### src/rtl/reg_pipeline_pkg.sv
// Shared defaults and sizing helpers for the reg_pipeline block.
// Both the top and its instantiating code use these to size the occupancy counter.
package reg_pipeline_pkg;

  localparam int DEFAULT_WIDTH = 8;
  localparam int DEFAULT_DEPTH = 3;

  // Bits needed to hold 0..depth inclusive.
  function automatic int count_width(input int depth);
    return (depth < 1) ? 1 : $clog2(depth + 1);
  endfunction

endpackage

### src/rtl/pipe_stage.sv
// One pipeline slot: a valid flag plus payload, loaded when the slot is ready.
// clear drops the valid flag only; the payload is left as it was.
module pipe_stage #(
  parameter int               WIDTH     = 8,
  parameter logic [WIDTH-1:0] RESET_VAL = '0
) (
  input  logic             clk,
  input  logic             reset,
  input  logic             clear,
  input  logic             load,
  input  logic             in_valid,
  input  logic [WIDTH-1:0] in_data,
  output logic             valid,
  output logic [WIDTH-1:0] data
);

  // NOTE: non-blocking assignments so every stage samples its neighbour's pre-edge value.
  always_ff @(posedge clk) begin
    if (reset) begin
      valid <= 1'b0;
      // NOTE: payload is reset too, so RESET_VAL is what out_data shows after reset.
      data  <= RESET_VAL;
    end else if (clear) begin
      valid <= 1'b0;
    end else if (load) begin
      valid <= in_valid;
      if (in_valid) data <= in_data;
    end
  end

endmodule

### src/rtl/reg_pipeline.sv
// DEPTH-stage valid/ready register pipeline with bubble-collapsing backpressure,
// synchronous flush and a registered occupancy count.
module reg_pipeline
  import reg_pipeline_pkg::*;
#(
  parameter int               WIDTH     = DEFAULT_WIDTH,
  parameter int               DEPTH     = DEFAULT_DEPTH,
  parameter logic [WIDTH-1:0] RESET_VAL = '0
) (
  input  logic                          clk,
  input  logic                          reset,
  input  logic                          flush,
  input  logic                          in_valid,
  output logic                          in_ready,
  input  logic [WIDTH-1:0]              in_data,
  output logic                          out_valid,
  input  logic                          out_ready,
  output logic [WIDTH-1:0]              out_data,
  output logic [WIDTH-1:0]              out_data_n,
  output logic [count_width(DEPTH)-1:0] count
);

  localparam int CW = count_width(DEPTH);

  logic [DEPTH-1:0] valid;
  logic [DEPTH-1:0] ready;
  logic [WIDTH-1:0] data [DEPTH];
  logic             in_fire;
  logic             out_fire;

  // A stage can take a word if it is empty or its own word moves on this cycle.
  always_comb begin : ready_chain
    logic downstream;
    // NOTE: every variable gets a value before the loop, so no latch is inferred.
    downstream = out_ready;
    ready      = '0;
    for (int i = DEPTH - 1; i >= 0; i--) begin
      ready[i]   = !valid[i] || downstream;
      downstream = ready[i];
    end
  end

  for (genvar i = 0; i < DEPTH; i++) begin : g_stage
    logic             stage_in_valid;
    logic [WIDTH-1:0] stage_in_data;

    if (i == 0) begin : g_head
      assign stage_in_valid = in_valid;
      assign stage_in_data  = in_data;
    end else begin : g_body
      assign stage_in_valid = valid[i-1];
      assign stage_in_data  = data[i-1];
    end

    pipe_stage #(
      .WIDTH    (WIDTH),
      .RESET_VAL(RESET_VAL)
    ) u_stage (
      .clk     (clk),
      .reset   (reset),
      .clear   (flush),
      .load    (ready[i]),
      .in_valid(stage_in_valid),
      .in_data (stage_in_data),
      .valid   (valid[i]),
      .data    (data[i])
    );
  end

  assign in_ready   = ready[0] && !flush && !reset;
  assign out_valid  = valid[DEPTH-1] && !flush;
  assign out_data   = data[DEPTH-1];
  assign out_data_n = ~out_data;

  assign in_fire  = in_valid && in_ready;
  assign out_fire = out_valid && out_ready;

  // Words only enter or leave through the handshakes, so the population tracks them.
  always_ff @(posedge clk) begin
    if (reset || flush) count <= '0;
    else                count <= count + CW'(in_fire) - CW'(out_fire);
  end

endmodule

### config.mk
export PLATFORM = sky130hd
export DESIGN_NAME = reg_pipeline
export DESIGN_NICKNAME = d
export VERILOG_FILES = /design/src/rtl/reg_pipeline_pkg.sv /design/src/rtl/pipe_stage.sv /design/src/rtl/reg_pipeline.sv
export SDC_FILE = /design/constraint.sdc
export NUM_CORES = 1
export LEC_CHECK = 0
export BUFFER_PORTS_ARGS = -buffer_cell sky130_fd_sc_hd__buf_4
export CELL_PAD_IN_SITES_DETAIL_PLACEMENT = 0
export CELL_PAD_IN_SITES_GLOBAL_PLACEMENT = 1
export CORE_ASPECT_RATIO = 1.1
export CORE_MARGIN = 1
export CORE_UTILIZATION = 35
export CTS_CLUSTER_DIAMETER = 60
export DETAILED_ROUTE_END_ITERATION = 16
export PLACE_DENSITY = 0.73
export SYNTH_ARGS = -nofsm -noshare
export SYNTH_HDL_FRONTEND = slang
export SYNTH_SLANG_ARGS = --single-unit
### constraint.sdc
create_clock -name clk -period 4.1 [get_ports clk]
set_input_delay 0 -clock clk [delete_from_list [all_inputs] [get_ports clk]]
set_output_delay 0 -clock clk [all_outputs]
set_load 0.05 [all_outputs]
==> summary.md <==
• adder-cell area share of the yosys netlist: 1.96%
• placer's final routability congestion estimate: 0.664
• Avg Vias per Cell: 4.40
• Cell Count, Final, Fillers Out: 223
• number of remaining DRC errors: 0
• Core Area: 3410 um2
• via count of the first global-routing pass: 937
• cells resized by post-CTS repair: 0
• tightest hold margin: 0.0627 ns
• maximum achievable frequency: 0.417 GHz
• TritonCTS buffer count: 5
• Slew Limit Fails: 0
• WL/cell: 10.6 um
• main combinational cell family by area after synthesis: simple AND/OR/NAND/NOR gates
• fraction of the yosys area taken by sequential cells: 45.5%
• maximum vdd drop: 0.168 mV
• Die X: 59.5 um
• worst relative slew slack: 45.0%
• post-synthesis area per instance: 9.51 um2
• area added between synthesis and finish: 31.4%
• worst setup skew after layout: 0.00457 ns
• internal power: 381 uW
• final worst-path setup slack: 1.70 ns
• routed vias: 981
• critical path fanouts, max: 9
• post-route ant nets: 0
• result of the run: finished clean
• sw frac: 23.3%
• share of total power in the clock network: 32.6%
• required arrival time at the worst endpoint: 4.30 ns
• GRT Residual Overflow: 0
• initial cell density of the core: 37.4%
• Synth Warn #: 0
• post-layout minimum cycle time: 2.40 ns
• number of synthesized register bits: 29
• maximum number of pins on one net before global-route repair: 38
• CTS clk-pin slew, worst paths: 0.09 ns
• final-layout setup total negative slack: 0 ns
• height of the die: 65.3 um
• Netlist Area Pre-Place: 1270 um2
• post-synthesis share of cell area spent on xor and xnor gates: 1.37%
• leakage power total: 0.000647 uW
• clock tree from TritonCTS: yes
• most frequent standard cell in the layout excluding fill and tap cells: sky130_fd_sc_hd__buf_4
• CTS HTree Levels: 2
• die footprint: 3890 um2
• number of antenna violations at the first check in global routing: 0
• number of ports placed on the die boundary: 33
• Power, Total: 497 uW
• final hold vios: 0
• wire length of the first global-routing pass: 4160 um
• Max Root-Sink Buffers: 2
• post-detailed-placement half-perimeter wirelength: 1650 um
• period utilisation layout: 58.5%
• CP arrival: 2.60 ns
• CTS Root Cell: sky130_fd_sc_hd__clkbuf_4
• Max-cap violations: 0
• worst slack after detailed placement: 1.67 ns
• dpl cells: 205
• clock latency reported for the late side of the worst-skew pair: 0.32 ns
• critical path capture point type: flop
• count of standard-cell rows: 22
• Synthesized Nets: 149
• complex-gate fraction of the synthesized area: 9.13%
• measured slew at the worst slew-check pin: 0.822 ns
• number of library cell types mapped by synthesis: 24
• overall global routing resource usage: 14.3%
• Filler cells: 348
• RSZ-0062 raised after global routing: no
• Hold WC Path Type: input port to flop
• simple-gate portion of the synthesized area: 23.0%
• First-pass DRT Iterations: 4
• fraction of layout instances using a drive strength above 1: 22.9%
• commonest non-fill, non-tap cells in the layout: 32 x sky130_fd_sc_hd__buf_4, 29 x sky130_fd_sc_hd__dfxtp_1, 28 x sky130_fd_sc_hd__nand2b_1, 16 x sky130_fd_sc_hd__mux2i_1, 10 x sky130_fd_sc_hd__dlygate4sd3_1
• crit path launch type: flop
• number of sinks on the clock net: 29
• Worst Setup Path Type: flop to flop
• Final Setup Violations: 0
• postcts setup bufs: 0
• cell count after synthesis: 134
• First DRT Iteration DRCs: 15
• share of total power in sequential cells: 58.2%
• number of nets at the end of the flow: 189
• share of cell area taken by muxes after synthesis: 12.6%
• total routed wirelength: 2360 um
• Comb pwr share: 9.3%
• number of antenna diodes: 0
• number of buffers inserted by port buffering: 32
• net switching power of the design: 116 uW
• Pwr Density: 296 nW/um2
[repair_timing]
action / in CTS / in global routing
endpoints found under the hold margin: 11 / 0
hold buffers: 10 / 0
endpoints found under the setup margin: 0 / 0
[through the flow]
stage                     utilization (%)  instance area, um2
after global placement               44.7                1530
after detailed placement             44.7                1530
final                                49.1                1680
after CTS                            49.1                1680
after floorplan                         -                1270
after global routing                 49.1                1680
[state kept, by name, summed over array words and instances, names as in the netlist]
| name | flops |
|---|---|
| g_stage.u_stage.valid | 3 |
| count | 2 |
| g_stage.u_stage.data | 24 |
[final cells by class]
type | count | area (um2) | share of cell area (%)
clock buffers | 8 | 48.8 | 2.91
inverters | 9 | 33.8 | 2.02
multi-input cells | 87 | 612 | 36.5
flip-flops and latches | 29 | 581 | 34.7
well taps | 48 | 60.1 | 3.58
repair buffers | 42 | 340 | 20.3
[worst paths after layout]
check	startpoint	to	slack [ns]	depth (start not counted)
worst max-delay path	g_stage[1].u_stage.valid	count[1]	1.70	9
worst min-delay path	reset	g_stage[2].u_stage.data[7]	0.06	2
worst max register to register	g_stage[1].u_stage.valid	count[1]	1.70	9
worst min register to register	g_stage[1].u_stage.data[4]	g_stage[2].u_stage.data[4]	0.48	2
[cell families after synthesis]
| logic type | count (synthesis) |
|---|---|
| xor gates and xnor gates | 2 |
| DFF | 29 |
| muxes | 16 |
| adders and majority gates | 2 |
| and+or+nand+nor | 47 |
| AOI/OAI and AO/OA | 20 |
| buffers and inverters | 18 |
[Yosys cell counts]
cell type | instances | area [um2]
sky130_fd_sc_hd__buf_2 | 3 | 15.0
sky130_fd_sc_hd__a21oi_4 | 1 | 16.3
sky130_fd_sc_hd__o21ai_0 | 5 | 25.0
sky130_fd_sc_hd__buf_6 | 1 | 11.3
sky130_fd_sc_hd__nor3b_2 | 1 | 12.5
sky130_fd_sc_hd__xnor2_1 | 1 | 8.76
sky130_fd_sc_hd__nor2b_1 | 2 | 12.5
sky130_fd_sc_hd__o21a_1 | 2 | 15.0
sky130_fd_sc_hd__nor2_1 | 1 | 3.75
sky130_fd_sc_hd__nand2b_1 | 28 | 175
sky130_fd_sc_hd__nor3_1 | 3 | 15.0
sky130_fd_sc_hd__a21oi_1 | 9 | 45.0
sky130_fd_sc_hd__and2b_1 | 1 | 7.51
sky130_fd_sc_hd__dfxtp_1 | 29 | 581
sky130_fd_sc_hd__mux2i_1 | 16 | 160
sky130_fd_sc_hd__and4b_4 | 1 | 13.8
sky130_fd_sc_hd__clkbuf_1 | 4 | 15.0
sky130_fd_sc_hd__nand3_1 | 8 | 40.0
sky130_fd_sc_hd__o21ai_1 | 3 | 15.0
sky130_fd_sc_hd__inv_1 | 9 | 33.8
sky130_fd_sc_hd__and2_1 | 2 | 12.5
sky130_fd_sc_hd__xor2_1 | 1 | 8.76
sky130_fd_sc_hd__buf_4 | 1 | 7.51
sky130_fd_sc_hd__ha_1 | 2 | 25.0
[power groups by stage]
stage | logic [uW] | clock network [uW] | registers (uW)
finish | 46.1 | 162 | 289
global route | 50.4 | 184 | 290
CTS | 46.5 | 170 | 289
detailed placement | 38.8 | 0 | 296
global placement | 38.3 | 0 | 295
floorplan | 26.4 | 0 | 296
[critical path, cell delays in order, from the launching register on]
cell and delay, ns:
sky130_fd_sc_hd__dfxtp_1 0.38, sky130_fd_sc_hd__and4b_4 0.24, sky130_fd_sc_hd__nor3b_2 0.67, sky130_fd_sc_hd__nand2b_1 0.13, sky130_fd_sc_hd__ha_1 0.30, sky130_fd_sc_hd__inv_1 0.03, sky130_fd_sc_hd__ha_1 0.18, sky130_fd_sc_hd__xor2_1 0.16
sky130_fd_sc_hd__xnor2_1 0.13, sky130_fd_sc_hd__nor3_1 0.06
[metal layers]
layer	part of all wire [%]	vias up	GRT usage [%]
li1	-	518	-
met1	49	426	17.7
met2	44	32	22.1
met3	5.4	5	5.31
met4	1.6	0	6.10
met5	0	-	0
No activity file was read; power rests on OpenSTA's default activity.
